## src/rtl/multicycle_ctrl.sv

```systemverilog
// Main control FSM for the multicycle LEGv8 datapath.
// Sequences fetch/decode/execute/memory/writeback from the latched opcode.
// It drives the aluop consumed by the ALU control decoder and all datapath strobes.
// A ready-based memory handshake has a timeout trap, and a retired-instruction counter is kept.
module multicycle_ctrl #(
  parameter int CNT_W    = 32,
  parameter int MAX_WAIT = 255
) (
  input  logic             clk,
  input  logic             reset,
  input  logic [10:0]      op,
  input  logic             mem_ready,
  output logic [1:0]       aluop,
  output logic             alusrc,
  output logic             reg2loc,
  output logic             iord,
  output logic             memread,
  output logic             memwrite,
  output logic             irwrite,
  output logic             pcwrite,
  output logic             pcwrite_cond,
  output logic             memtoreg,
  output logic             regwrite,
  output logic             retire,
  output logic [CNT_W-1:0] retired_cnt,
  output logic             trap,
  output logic [3:0]       state
);

  typedef enum logic [3:0] {
    FETCH  = 4'd0,
    DECODE = 4'd1,
    MEMADR = 4'd2,
    MEMRD  = 4'd3,
    MEMWB  = 4'd4,
    MEMWR  = 4'd5,
    EXEC_R = 4'd6,
    EXEC_I = 4'd7,
    ALUWB  = 4'd8,
    BRANCH = 4'd9,
    TRAP   = 4'd15
  } state_e;

  // The last low cycle that is still tolerated before the trap fires
  localparam logic [7:0] WAIT_LAST = 8'(MAX_WAIT - 1);

  state_e           state_q, state_d;
  logic [7:0]       wait_q, wait_d;
  logic [1:0]       aluopHold_q, aluopHold_d;
  logic [CNT_W-1:0] cnt_q, cnt_d;

  logic [1:0] aluop_c;
  logic       alusrc_c, reg2loc_c, iord_c, memread_c, memwrite_c, irwrite_c;
  logic       pcwrite_c, pcwrite_cond_c, memtoreg_c, regwrite_c, retire_c, trap_c;
  logic       waitState, timeout;

  // Next-state and unqualified strobe decode for the current state
  always_comb begin
    state_d        = state_q;
    aluop_c        = 2'b00;
    alusrc_c       = 1'b0;
    reg2loc_c      = 1'b0;
    iord_c         = 1'b0;
    memread_c      = 1'b0;
    memwrite_c     = 1'b0;
    irwrite_c      = 1'b0;
    pcwrite_c      = 1'b0;
    pcwrite_cond_c = 1'b0;
    memtoreg_c     = 1'b0;
    regwrite_c     = 1'b0;
    retire_c       = 1'b0;
    trap_c         = 1'b0;
    waitState      = (state_q == FETCH) || (state_q == MEMRD) || (state_q == MEMWR);
    timeout        = !mem_ready && (wait_q == WAIT_LAST);

    case (state_q)
      FETCH: begin
        memread_c = 1'b1;
        if (mem_ready) begin
          irwrite_c = 1'b1;
          pcwrite_c = 1'b1;
          state_d   = DECODE;
        end else if (timeout) begin
          state_d = TRAP;
        end
      end
      DECODE: begin
        casez (op)
          11'b11111000010, 11'b11111000000:                             state_d = MEMADR;
          11'b10001011000, 11'b11001011000, 11'b10001010000, 11'b10101010000: state_d = EXEC_R;
          11'b1001000100?:                                              state_d = EXEC_I;
          11'b10110100???:                                              state_d = BRANCH;
          default:                                                      state_d = TRAP;
        endcase
      end
      MEMADR: begin
        aluop_c  = 2'b00;
        alusrc_c = 1'b1;
        state_d  = op[1] ? MEMRD : MEMWR;
      end
      MEMRD: begin
        memread_c = 1'b1;
        iord_c    = 1'b1;
        if (mem_ready) begin
          state_d = MEMWB;
        end else if (timeout) begin
          state_d = TRAP;
        end
      end
      MEMWB: begin
        regwrite_c = 1'b1;
        memtoreg_c = 1'b1;
        retire_c   = 1'b1;
        state_d    = FETCH;
      end
      MEMWR: begin
        memwrite_c = 1'b1;
        iord_c     = 1'b1;
        reg2loc_c  = 1'b1;
        if (mem_ready) begin
          retire_c = 1'b1;
          state_d  = FETCH;
        end else if (timeout) begin
          state_d = TRAP;
        end
      end
      EXEC_R: begin
        aluop_c = 2'b10;
        state_d = ALUWB;
      end
      EXEC_I: begin
        aluop_c  = 2'b11;
        alusrc_c = 1'b1;
        state_d  = ALUWB;
      end
      ALUWB: begin
        aluop_c    = aluopHold_q;
        regwrite_c = 1'b1;
        retire_c   = 1'b1;
        state_d    = FETCH;
      end
      BRANCH: begin
        aluop_c        = 2'b01;
        reg2loc_c      = 1'b1;
        pcwrite_cond_c = 1'b1;
        retire_c       = 1'b1;
        state_d        = FETCH;
      end
      TRAP: begin
        trap_c = 1'b1;
      end
      default: begin
        state_d = TRAP;
      end
    endcase

    wait_d      = (waitState && (state_d == state_q) && !mem_ready) ? wait_q + 8'd1 : 8'd0;
    aluopHold_d = ((state_q == EXEC_R) || (state_q == EXEC_I)) ? aluop_c : aluopHold_q;
    cnt_d       = retire_c ? cnt_q + CNT_W'(1) : cnt_q;
  end

  // State, wait counter, held aluop and retire counter registers
  always_ff @(posedge clk or negedge reset) begin
    if (!reset) begin
      state_q     <= FETCH;
      wait_q      <= 8'd0;
      aluopHold_q <= 2'b00;
      cnt_q       <= '0;
    end else begin
      state_q     <= state_d;
      wait_q      <= wait_d;
      aluopHold_q <= aluopHold_d;
      cnt_q       <= cnt_d;
    end
  end

  // Every strobe is gated by reset, so FETCH does not request memory while reset is held
  assign aluop        = reset ? aluop_c : 2'b00;
  assign alusrc       = reset & alusrc_c;
  assign reg2loc      = reset & reg2loc_c;
  assign iord         = reset & iord_c;
  assign memread      = reset & memread_c;
  assign memwrite     = reset & memwrite_c;
  assign irwrite      = reset & irwrite_c;
  assign pcwrite      = reset & pcwrite_c;
  assign pcwrite_cond = reset & pcwrite_cond_c;
  assign memtoreg     = reset & memtoreg_c;
  assign regwrite     = reset & regwrite_c;
  assign retire       = reset & retire_c;
  assign trap         = reset & trap_c;
  assign retired_cnt  = cnt_q;
  assign state        = state_q;

endmodule
```

## config.mk

```make
export PLATFORM = sky130hd
export DESIGN_NAME = multicycle_ctrl
export DESIGN_NICKNAME = d
export VERILOG_FILES = /design/src/rtl/multicycle_ctrl.sv
export SDC_FILE = /design/constraint.sdc
export NUM_CORES = 1
export LEC_CHECK = 0
export ABC_AREA = 1
export CAP_MARGIN = 10
export CELL_PAD_IN_SITES_DETAIL_PLACEMENT = 1
export CELL_PAD_IN_SITES_GLOBAL_PLACEMENT = 1
export CORE_MARGIN = 10
export CORE_UTILIZATION = 33
export CTS_CLUSTER_DIAMETER = 120
export DETAILED_ROUTE_END_ITERATION = 16
export MAX_ROUTING_LAYER = met4
export PLACE_DENSITY = 0.85
export SYNTH_ARGS = -nofsm -noshare
export SYNTH_HDL_FRONTEND = slang
export SYNTH_SLANG_ARGS = --single-unit
```

## constraint.sdc

```tcl
create_clock -name clk -period 1.9 [get_ports clk]
set_clock_uncertainty 0.2 [all_clocks]
set_input_delay 0.285 -clock clk [delete_from_list [all_inputs] [get_ports clk]]
set_output_delay 0.285 -clock clk [all_outputs]
set_load 0.01 [all_outputs]
```

Word level (Yosys, flattened, before mapping)
Cells that the tools add are included.
{"block": "word_totals", "regBits": 46, "inputBits": 14, "word_cells": 76}
{"block": "classes", "addsub": 2, "n_eq_ne": 20, "muxes": 22, "bitwise": 11, "n_reduce_logical": 17}
{"cell": "11-bit == test (second input constant)", "n": 6}
{"cell": "32-bit by 1-bit adder with 32-bit output (second input constant)", "n": 1}
{"cell": "4-bit one-hot mux with 8 select lines", "n": 1}
{"cell": "4-bit by 3-bit == test with 1-bit output (second input constant)", "n": 4}
{"cell": "8-bit == test (second input constant)", "n": 2}
{"cell": "4-bit two-way mux", "n": 4}
{"cell": "4-bit one-hot mux with 4 select lines", "n": 1}
{"cell": "2-bit OR reduction", "n": 7}
{"cell": "4-bit == test (second input constant)", "n": 3}
{"cell": "1-bit AND", "n": 11}
{"cell": "1-bit two-way mux", "n": 11}
{"cell": "10-bit == test (second input constant)", "n": 1}
{"cell": "8-bit by 1-bit adder with 8-bit output (second input constant)", "n": 1}
{"cell": "4-bit by 2-bit == test with 1-bit output (second input constant)", "n": 2}
{"cell": "8-bit two-way mux", "n": 1}
{"cell": "2-bit one-hot mux with 4 select lines", "n": 1}
{"cell": "4-bit by 1-bit == test with 1-bit output (second input constant)", "n": 1}
{"cell": "4-bit == test", "n": 1}
{"cell": "4-bit zero test", "n": 1}
{"cell": "4-bit OR reduction", "n": 1}
{"cell": "1-bit logical AND", "n": 3}
{"cell": "1-bit logical OR", "n": 3}
{"cell": "3-bit two-way mux", "n": 1}
{"cell": "3-bit OR reduction", "n": 1}
{"cell": "3 further kinds", "n": 3}

Depth between registers and ports, before layout
Gate-level depths: netlist of run 1.
{"block": "depth", "ltp_word": 9, "mapped_depth": 12, "depth_no_buf": 12}

Worst setup path after synthesis of run 1
No wires, ideal clock.
{"block": "synth_timing", "path_type": "reg2out", "from": "reg state_q[3], in the netlist state[3]", "to": "out pcwrite", "arrival_ns": 1.382, "setup_slack_ns": 0.033, "stages_incl_launch_ff": 5, "n_path_buf": 1, "cell_sequence": "dfrtp_1 nor2_2 nand2_2 nor3_1 buf_4"}
{"block": "synth_between", "elab_chain_len": 3}
{"element": "from (decl)", "line": "47", "source": "state_e state_q, state_d;"}
{"element": "from (signal assigned)", "line": "170", "source": "state_q <= state_d;"}
{"element": "4-bit zero test"}
{"element": "1-bit two-way mux"}
{"element": "1-bit AND"}
{"element": "to (decl)", "line": "20", "source": "output logic pcwrite,"}
Every way passes these cells.

Worst setup path in the final report of run 1
{"block": "layout_timing", "from": "reg wait_q[0]", "to": "reg wait_q[5]"}
{"block": "layout_between", "elab_chain_len": 9, "word_cells_on_any_way": 12}
{"element": "from (decl)", "line": "48", "source": "logic [7:0] wait_q, wait_d;"}
{"element": "from (signal assigned)", "line": "171", "source": "wait_q <= wait_d;"}
{"element": "8-bit == test *", "line": "74", "source": "timeout = !mem_ready && (wait_q == WAIT_LAST);"}
{"element": "1-bit logical AND *", "line": "74"}
{"element": "4-bit two-way mux *", "line": "83, 106, 123"}
{"element": "4-bit two-way mux, on equally long branches", "line": "120, 104, 79"}
{"element": "4-bit one-hot mux with 8 select lines *", "line": "76", "source": "case (state_q)"}
{"element": "via state_d[1]", "line": "47"}
{"element": "4-bit == test *", "line": "157", "source": "wait_d = (waitState && (state_d == state_q) && !mem_ready) ? wait_q + 8'd1 : 8'd0;"}
{"element": "1-bit logical AND * (2 in a row)", "line": "157"}
{"element": "8-bit two-way mux *", "line": "157"}
{"element": "via wait_d[5]", "line": "48"}
Mark *: on every way through the listed nets, which the timed path passes. The rest lies on a longest branch.
A chain may end at the register's enable or synchronous reset.

==> flow_results.xml, run 1 <==
<?xml version="1.0" encoding="UTF-8"?>
<metrics>
  <group name="setup_path">
    <metric name="crit_chain" unit="">inv_1, ha_1, nand2_1, nor2_1, nand2_1, nand2_1, nand3_4, nand3_2, nand2_2, nand2_2, nand3_4, nor2_4</metric>
    <metric name="reg2regPathDepth" unit="">12</metric>
    <metric name="cp.arrival" unit="ns">2.25</metric>
    <metric name="crit_start" unit="">wait_q[0]</metric>
    <metric name="cpMaxStageDelayCell" unit="">sky130_fd_sc_hd__dfrtp_1</metric>
    <metric name="path_common_cell" unit="">sky130_fd_sc_hd__nand2_1</metric>
    <metric name="crit_fanout" unit="">8</metric>
    <metric name="criticalPathCategory" unit="">register to register</metric>
    <metric name="regToRegSetupSlack" unit="ns">-0.31</metric>
    <metric name="regToRegStartpoint" unit="">wait_q[0]</metric>
    <metric name="slowest_stage_delay_on_critical_path" unit="ns">0.41</metric>
    <metric name="crit_path_end" unit="">wait_q[5]</metric>
    <metric name="endpoint_kind" unit="">register</metric>
    <metric name="regToRegEndpoint" unit="">wait_q[5]</metric>
    <metric name="critPathLaunchType" unit="">register</metric>
    <metric name="critical_path_required" unit="ns">1.94</metric>
  </group>
  <group name="route">
    <metric name="postRouteAntennaNets" unit="">0</metric>
    <metric name="finalWirelength" unit="µm">17020</metric>
    <metric name="post_drt_wl_per_cell" unit="µm">24.96</metric>
    <metric name="detail_route.first_pass.iterations" unit="">5</metric>
    <metric name="post_drt_via_cell_ratio" unit="">5.699</metric>
    <metric name="drt_drc_violations_left" unit="">0</metric>
    <metric name="first_iter_violations" unit="">375</metric>
    <metric name="via_count" unit="">3887</metric>
  </group>
  <group name="floorplan">
    <metric name="dieArea" unit="µm²">13270</metric>
    <metric name="die_y" unit="µm">115.2</metric>
    <metric name="rows" unit="">34</metric>
    <metric name="floorplan.initialDensity" unit="">0.3411</metric>
    <metric name="dieWidth" unit="µm">115.2</metric>
    <metric name="io_pins" unit="">64</metric>
    <metric name="core_area" unit="µm²">8763</metric>
  </group>
  <group name="finish">
    <metric name="instances_no_fill" unit="">682</metric>
    <metric name="final_util" unit="">0.5995</metric>
    <metric name="post_route_cells_drive_above_1_share" unit="">0.4582</metric>
    <metric name="finish.instance_area" unit="µm²">5254</metric>
    <metric name="antenna_cells_inserted" unit="">0</metric>
    <metric name="fillCellCount" unit="">1028</metric>
    <metric name="design.final.nets" unit="">590</metric>
    <metric name="area_delta_synth_final" unit="%">75.76</metric>
  </group>
  <group name="power">
    <metric name="max-vdd-ir-drop" unit="V">0.0003123</metric>
    <metric name="p_total" unit="mW">1.757</metric>
    <metric name="cellPowerDensity" unit="nW/µm²">334.4</metric>
    <metric name="leak_pwr" unit="nW">2.412</metric>
  </group>
  <group name="clock_tree">
    <metric name="clkLatencyLatePin" unit="ns">0.32</metric>
    <metric name="tritoncts" unit="">done</metric>
    <metric name="cts_inserted_buffers" unit="">5</metric>
    <metric name="cts.clk_slew.worst_paths" unit="ns">0.09</metric>
    <metric name="cts_sinks" unit="">46</metric>
    <metric name="h_tree_depth_reported_by_cts" unit="">2</metric>
    <metric name="clockBufferDepth" unit="">2</metric>
    <metric name="cts.root.buffer_cell" unit="">sky130_fd_sc_hd__clkbuf_8</metric>
  </group>
  <group name="logic_synthesis">
    <metric name="synthDistinctLibCells" unit="">33</metric>
    <metric name="ys_seq_elements" unit="">46</metric>
    <metric name="xor_xnor_cell_area_share_of_the_yosys_netlist" unit="">0.09962</metric>
    <metric name="synthDominantCellAreaShare" unit="">0.3851</metric>
    <metric name="post-synth-top-area-cell" unit="">sky130_fd_sc_hd__dfrtp_1</metric>
    <metric name="netlist_top_cells_area" unit="">sky130_fd_sc_hd__dfrtp_1 (39%), sky130_fd_sc_hd__nand2_1 (15%), sky130_fd_sc_hd__nor2_1 (7.7%), sky130_fd_sc_hd__xor2_1 (7.0%), sky130_fd_sc_hd__inv_1 (5.4%)</metric>
    <metric name="synthMuxAreaShare" unit="">0</metric>
    <metric name="synth_fa_ha_area_frac" unit="">0.01256</metric>
    <metric name="synth_nets" unit="">425</metric>
    <metric name="mappedNetlistArea" unit="µm²">2989</metric>
    <metric name="synth_top_family_by_area" unit="">simple AND/OR/NAND/NOR gates</metric>
    <metric name="yosysWarnings" unit="">0</metric>
    <metric name="synth-seq-area-share" unit="">0.3851</metric>
    <metric name="compound_cell_area_share_of_the_yosys_netlist" unit="">0.03725</metric>
    <metric name="synth_simple_gate_area_share" unit="">0.3926</metric>
    <metric name="post_synth.cell_area_avg" unit="µm²">7.326</metric>
    <metric name="synthesis.instances" unit="">408</metric>
  </group>
  <group name="timing">
    <metric name="timing.final.setup_violations" unit="">51</metric>
    <metric name="worst_rel_slew_slack" unit="">0.5774</metric>
    <metric name="min_period_over_period" unit="">1.164</metric>
    <metric name="slew_at_the_pin_closest_to_its_max_slew_limit" unit="ns">0.6338</metric>
    <metric name="fin_hold_ws" unit="ns">0.3578</metric>
    <metric name="timing_hold_violations_final" unit="">0</metric>
    <metric name="rsz0062_at_grt" unit="">yes</metric>
    <metric name="final_max_slew_viol_count" unit="">0</metric>
    <metric name="clock.fmax" unit="MHz">452.3</metric>
    <metric name="setup_slack" unit="ns">-0.3108</metric>
    <metric name="fin_tns_setup" unit="ns">-7.163</metric>
    <metric name="finalWorstPathRequiredPeriod" unit="ns">2.211</metric>
  </group>
  <group name="grt">
    <metric name="grt_max_degree" unit="">47</metric>
    <metric name="gr-usage-all-layers" unit="">0.2052</metric>
    <metric name="global_route.overflow_total" unit="">0</metric>
    <metric name="grt_antenna_before_repair" unit="">0</metric>
    <metric name="grt_first_pass_wirelength" unit="µm">21180</metric>
    <metric name="first_global_vias" unit="">3873</metric>
  </group>
  <group name="worst_hold_path">
    <metric name="worst_hold_path_type" unit="">register to register</metric>
  </group>
  <group name="placed_design">
    <metric name="gpl.final_weighted_congestion" unit="">0.8789</metric>
    <metric name="dp_worst_setup_slack" unit="ns">-0.3400</metric>
    <metric name="dpl.hpwl" unit="µm">8356</metric>
    <metric name="dpl.cell_count" unit="">627</metric>
    <metric name="detailed_place.area" unit="µm²">4115</metric>
    <metric name="io_buffers" unit="">63</metric>
  </group>
  <group name="status">
    <metric name="failed_checks" unit="">negative setup slack</metric>
    <metric name="outcome" unit="">finished, violations left</metric>
  </group>
  <group name="run">
    <metric name="max_cap_viol_count" unit="">0</metric>
  </group>
</metrics>
==> flip-flops by register name (all words and copies together), names as in the netlist <==
register and count:
retired_cnt 32, state 4, aluopHold_q 2, wait_q 8
==> worst min-delay path by stage <==
stage                              start              to  cells after the start  slack, ns
after floorplan                    reset  aluopHold_q[0]                      0      -0.21
after global placement             reset  aluopHold_q[0]                      2       0.24
after detailed placement           reset        state[0]                      2       0.27
after CTS                      wait_q[0]       wait_q[0]                      1       0.30
after global routing      aluopHold_q[1]  aluopHold_q[1]                      1       0.36
final                          wait_q[0]       wait_q[0]                      2       0.36
==> cells in the mapped netlist <==
library cell and number:
sky130_fd_sc_hd__buf_2 2, sky130_fd_sc_hd__buf_6 1, sky130_fd_sc_hd__nand3_4 2, sky130_fd_sc_hd__a211oi_1 1
sky130_fd_sc_hd__nand4_1 15, sky130_fd_sc_hd__dfrtp_1 46, sky130_fd_sc_hd__xor2_1 24, sky130_fd_sc_hd__clkinv_4 1
sky130_fd_sc_hd__o21ai_1 1, sky130_fd_sc_hd__nand2_1 116, sky130_fd_sc_hd__o32ai_1 2, sky130_fd_sc_hd__inv_2 4
sky130_fd_sc_hd__nor2_4 2, sky130_fd_sc_hd__nor4_1 5, sky130_fd_sc_hd__xnor2_1 10, sky130_fd_sc_hd__nor3_2 3
sky130_fd_sc_hd__nand3b_4 1, sky130_fd_sc_hd__nor2_1 61, sky130_fd_sc_hd__a31oi_1 1, sky130_fd_sc_hd__inv_1 43
sky130_fd_sc_hd__ha_1 3, sky130_fd_sc_hd__nor3_1 10, sky130_fd_sc_hd__clkbuf_1 1, sky130_fd_sc_hd__or2_2 1
sky130_fd_sc_hd__buf_4 1, sky130_fd_sc_hd__nor3b_1 1, sky130_fd_sc_hd__nand3_2 4, sky130_fd_sc_hd__a21oi_1 6
sky130_fd_sc_hd__nand2_4 1, sky130_fd_sc_hd__nand3_1 21, sky130_fd_sc_hd__o21ai_0 9, sky130_fd_sc_hd__nand2_2 4
sky130_fd_sc_hd__nor2_2 5
==> report_power, final <==
| part | switching (mW) | internal [mW] | leakage [nW] |
|---|---|---|---|
| registers | 0 | 0.978 | 0.579 |
| clock network | 0.416 | 0.261 | 0.0441 |
| logic | 0.0603 | 0.0419 | 1.79 |
==> worst max-delay path, delay by kind of cell, from the launching register on <==
family	cells	cell delay, ns
flip-flops	1	0.41
AND/OR/NAND/NOR	10	1.29
buffers and inverters	1	0.07
adder cells (fa/ha/maj)	1	0.18
==> cells in the final DEF, fill, tap and decap left out, types with 12 or more instances in the layout <==
master,synthesis,final
sky130_fd_sc_hd__buf_2,2,12
sky130_fd_sc_hd__buf_4,1,73
sky130_fd_sc_hd__buf_6,1,25
sky130_fd_sc_hd__clkdlybuf4s50_1,0,36
sky130_fd_sc_hd__dfrtp_1,46,30
sky130_fd_sc_hd__dfrtp_2,0,16
sky130_fd_sc_hd__inv_1,43,33
sky130_fd_sc_hd__nand2_1,116,89
sky130_fd_sc_hd__nand2_2,4,22
sky130_fd_sc_hd__nand3_1,21,12
sky130_fd_sc_hd__nand4_1,15,15
sky130_fd_sc_hd__nor2_1,61,33
sky130_fd_sc_hd__nor2_2,5,20
sky130_fd_sc_hd__nor2_4,2,15
sky130_fd_sc_hd__xor2_1,24,23
==> logic make-up (layout without fill, tap and decap cells) <==
kind of cell	count (synthesis)	in the layout
simple gates	252	252
fa+ha+maj	3	3
xor+xnor	34	34
flops	46	46
compound gates	20	20
buf+inv	53	219
==> layer usage <==
| metal | vias to the layer above | global-route usage | wire length, µm |
|---|---|---|---|
| li1 | 1634 | - | - |
| met1 | 1933 | 0.2200 | 6551 |
| met2 | 225 | 0.3544 | 8457 |
| met3 | 95 | 0.03385 | 1089 |
| met4 | 0 | 0.1097 | 925 |
| met5 | - | - | 0 |
==> cell type report <==
cell class / instances / area, µm² / share of cell area
multi-input combinational: 309 / 2157 / 0.4106
inverter: 48 / 211.5 / 0.04025
sequential: 46 / 1171 / 0.2229
timing repair buffer: 163 / 1489 / 0.2834
clock inverter: 3 / 21.27 / 0.004049
clock buffer: 5 / 68.82 / 0.01310
tap: 108 / 135.1 / 0.02572
==> what timing repair did <==
action                                 4_1_cts  5_1_grt
endpoints found under the hold margin       46        0
gates cloned                                 0        1
setup endpoints to repair                   41       65
setup buffers                               16       32
pin swaps                                   10       41
hold buffers                                 1        0
resized for setup                          117      155
No activity file was read; power rests on OpenSTA's default activity.
==> inputs of run 2 (changes only) <==
--- a/config.mk
+++ b/config.mk
@@ -6,13 +6,14 @@
 export NUM_CORES = 1
 export LEC_CHECK = 0
 export ABC_AREA = 1
-export CAP_MARGIN = 10
+export CAP_MARGIN = 20
 export CELL_PAD_IN_SITES_DETAIL_PLACEMENT = 1
 export CELL_PAD_IN_SITES_GLOBAL_PLACEMENT = 1
 export CORE_MARGIN = 10
 export CORE_UTILIZATION = 33
 export CTS_CLUSTER_DIAMETER = 120
 export DETAILED_ROUTE_END_ITERATION = 16
+export GPL_TIMING_DRIVEN = 0
 export MAX_ROUTING_LAYER = met4
 export PLACE_DENSITY = 0.85
 export SYNTH_ARGS = -nofsm -noshare
==> run 2 against run 1 <==
Compared with the run above: cell area rose by 2.0%; clock power rose by 41%; hold slack got worse by 0.027 ns; combinational power rose by 4%; first-iteration DRC count fell by 16%; register-to-register slack got worse by 0.02 ns; core utilization rose by 1.2 points; the flow still finishes with violations (negative setup slack); critical path depth fell by 3; total power rose by 16%; maximum frequency fell by 1.9%; largest power group unchanged.
==> flow_results.xml, run 2 (synthesis results as in run 1) <==
<?xml version="1.0" encoding="UTF-8"?>
<metrics>
  <group name="floorplan">
    <metric name="dieArea" unit="µm²">13270</metric>
    <metric name="rows" unit="">34</metric>
    <metric name="dieWidth" unit="µm">115.2</metric>
    <metric name="io_pins" unit="">64</metric>
    <metric name="die_y" unit="µm">115.2</metric>
    <metric name="core_area" unit="µm²">8763</metric>
    <metric name="floorplan.initialDensity" unit="">0.3411</metric>
  </group>
  <group name="finish">
    <metric name="finish.instance_area" unit="µm²">5359</metric>
    <metric name="area_delta_synth_final" unit="%">79.28</metric>
    <metric name="design.final.nets" unit="">573</metric>
    <metric name="layout.cells.most_common" unit="">sky130_fd_sc_hd__nand2_1</metric>
    <metric name="final_cell_mix" unit="">sky130_fd_sc_hd__nand2_1 (79), sky130_fd_sc_hd__buf_4 (51), sky130_fd_sc_hd__inv_1 (37), sky130_fd_sc_hd__clkdlybuf4s50_1 (36), sky130_fd_sc_hd__nor2_1 (34)</metric>
    <metric name="antenna_cells_inserted" unit="">0</metric>
    <metric name="fillCellCount" unit="">987</metric>
    <metric name="largest_register_ffs" unit="">32</metric>
    <metric name="post_route_cells_drive_above_1_share" unit="">0.4650</metric>
  </group>
  <group name="clock_tree">
    <metric name="tritoncts" unit="">done</metric>
    <metric name="cts.root.buffer_cell" unit="">sky130_fd_sc_hd__clkbuf_8</metric>
    <metric name="cts.clk_slew.worst_paths" unit="ns">0.11</metric>
    <metric name="cts_inserted_buffers" unit="">5</metric>
    <metric name="clockBufferDepth" unit="">2</metric>
    <metric name="cts_sinks" unit="">46</metric>
    <metric name="clkLatencyLatePin" unit="ns">0.34</metric>
    <metric name="h_tree_depth_reported_by_cts" unit="">2</metric>
  </group>
  <group name="grt">
    <metric name="global_route.overflow_total" unit="">0</metric>
    <metric name="grt_antenna_before_repair" unit="">0</metric>
    <metric name="gr-usage-all-layers" unit="">0.2005</metric>
    <metric name="grt_first_pass_wirelength" unit="µm">20600</metric>
    <metric name="first_global_vias" unit="">3777</metric>
    <metric name="grt_max_degree" unit="">31</metric>
  </group>
  <group name="timing">
    <metric name="timing_hold_violations_final" unit="">0</metric>
    <metric name="finalWorstPathRequiredPeriod" unit="ns">2.254</metric>
    <metric name="setup_slack" unit="ns">-0.3536</metric>
    <metric name="final_max_slew_viol_count" unit="">0</metric>
    <metric name="timing.final.setup_violations" unit="">57</metric>
    <metric name="fin_tns_setup" unit="ns">-11.73</metric>
    <metric name="min_period_over_period" unit="">1.186</metric>
    <metric name="fin_hold_ws" unit="ns">0.3305</metric>
    <metric name="worst_rel_slew_slack" unit="">0.4196</metric>
    <metric name="rsz0062_at_grt" unit="">yes</metric>
    <metric name="slew_at_the_pin_closest_to_its_max_slew_limit" unit="ns">0.8678</metric>
    <metric name="clock.fmax" unit="MHz">443.7</metric>
  </group>
  <group name="route">
    <metric name="via_count" unit="">3805</metric>
    <metric name="finalWirelength" unit="µm">17870</metric>
    <metric name="post_drt_via_cell_ratio" unit="">5.722</metric>
    <metric name="drt_drc_violations_left" unit="">0</metric>
    <metric name="detail_route.first_pass.iterations" unit="">5</metric>
    <metric name="first_iter_violations" unit="">314</metric>
    <metric name="postRouteAntennaNets" unit="">0</metric>
    <metric name="post_drt_wl_per_cell" unit="µm">26.86</metric>
  </group>
  <group name="setup_path">
    <metric name="slowest_stage_delay_on_critical_path" unit="ns">0.48</metric>
    <metric name="cp.arrival" unit="ns">1.77</metric>
    <metric name="critPathTopFamily" unit="">simple AND/OR/NAND/NOR gates</metric>
    <metric name="path_common_cell" unit="">sky130_fd_sc_hd__nor2_4</metric>
    <metric name="critPathLaunchType" unit="">register</metric>
    <metric name="worst-path-buf-inv" unit="">4</metric>
    <metric name="endpoint_kind" unit="">output port</metric>
    <metric name="criticalPathCategory" unit="">register to output port</metric>
    <metric name="cpMaxStageDelayCell" unit="">sky130_fd_sc_hd__dfrtp_2</metric>
    <metric name="crit_fanout" unit="">3</metric>
    <metric name="crit_chain" unit="">buf_12, clkinv_8, nand2_8, nor2_4, nand2_2, nand3_4, inv_8, nor2_4, buf_6</metric>
    <metric name="regToRegSetupSlack" unit="ns">-0.33</metric>
    <metric name="critical_path_required" unit="ns">1.41</metric>
  </group>
  <group name="placed_design">
    <metric name="io_buffers" unit="">63</metric>
    <metric name="gpl.final_weighted_congestion" unit="">0.8545</metric>
    <metric name="detailed_place.area" unit="µm²">3770</metric>
    <metric name="dpl.hpwl" unit="µm">7636</metric>
  </group>
  <group name="power">
    <metric name="leak_pwr" unit="nW">2.630</metric>
    <metric name="max-vdd-ir-drop" unit="V">0.0005722</metric>
    <metric name="cellPowerDensity" unit="nW/µm²">380.8</metric>
  </group>
  <group name="run">
    <metric name="max_cap_viol_count" unit="">0</metric>
  </group>
  <group name="status">
    <metric name="failed_checks" unit="">negative setup slack</metric>
    <metric name="outcome" unit="">finished, violations left</metric>
  </group>
  <group name="worst_hold_path">
    <metric name="worst_hold_path_type" unit="">register to register</metric>
  </group>
</metrics>
run 2: changes by cell type in the layout (fill, tap and decap cells not counted), sizes merged:
cell           previous run  this run
buf                     114        94
bufinv                    0         2
clkbuf                    6         8
clkdlybuf4s15             1         0
clkinv                    4         3
clkinvlp                  2         0
dlygate4sd3               1         2
dlymetal6s2s              7         8
inv                      45        46
run 2: power breakdown:
group	switching [mW]	internal, mW	total [mW]
clock network	0.428	0.528	0.956
registers	0	0.978	0.978
logic	0.0627	0.0435	0.106
run 2: worst reg2reg max path, delay by kind of cell, from the launching register on:
family / cells / cell delay (ns)
simple gates: 8 / 0.89
buf+inv: 3 / 0.39
compound gates: 1 / 0.13
flops: 1 / 0.48
run 2: metal layers:
| layer | vias to the layer above | track usage | wire length (µm) |
|---|---|---|---|
| met5 | - | - | 0 |
| met4 | 0 | 0.1056 | 1035 |
| met3 | 88 | 0.03750 | 1118 |
| met2 | 224 | 0.3506 | 8911 |
| met1 | 1897 | 0.2092 | 6800 |
| li1 | 1596 | - | - |
run 2: repair_timing:
action / CTS / global route
hold endpoints to repair: 46 / 16
setup buffers: 31 / 41
hold buffers: 1 / 2
pin swaps: 18 / 44
setup endpoints to repair: 37 / 63
gates cloned: 0 / 2
resized for setup: 130 / 165
run 2: worst paths after layout:
kind,start,end,depth (start not counted)
hold / removal,aluopHold_q[1],aluopHold_q[1],1
hold reg to reg,aluopHold_q[1],aluopHold_q[1],1
setup reg to reg,state[3],retired_cnt[20],12
max in group asynchronous,reset,retired_cnt[21],2
setup / recovery,state[3],retire,9
min in group asynchronous,reset,wait_q[2],4
run 2: layout make-up:
cell class / count / area, µm² / area share
clock inverter: 3 / 68.82 / 0.01284
inverter: 48 / 217.7 / 0.04063
tap: 108 / 135.1 / 0.02522
multi-input combinational: 309 / 2262 / 0.4221
timing repair buffer: 141 / 1383 / 0.2580
clock buffer: 5 / 68.82 / 0.01284
sequential: 46 / 1170 / 0.2183
buffer: 5 / 53.80 / 0.01004
run 2: metrics by stage:
stage | power [mW] | cells | util | setup slack (ns)
after floorplan | 1.016 | 408 | - | 0.03318
after global placement | 1.076 | 579 | 0.4285 | -2.369
after detailed placement | 1.083 | 580 | 0.4302 | -0.5234
after CTS | 1.992 | 620 | 0.4964 | -0.1365
after global routing | 2.081 | 665 | 0.6115 | -0.3865
final | 2.040 | 665 | 0.6115 | -0.3536
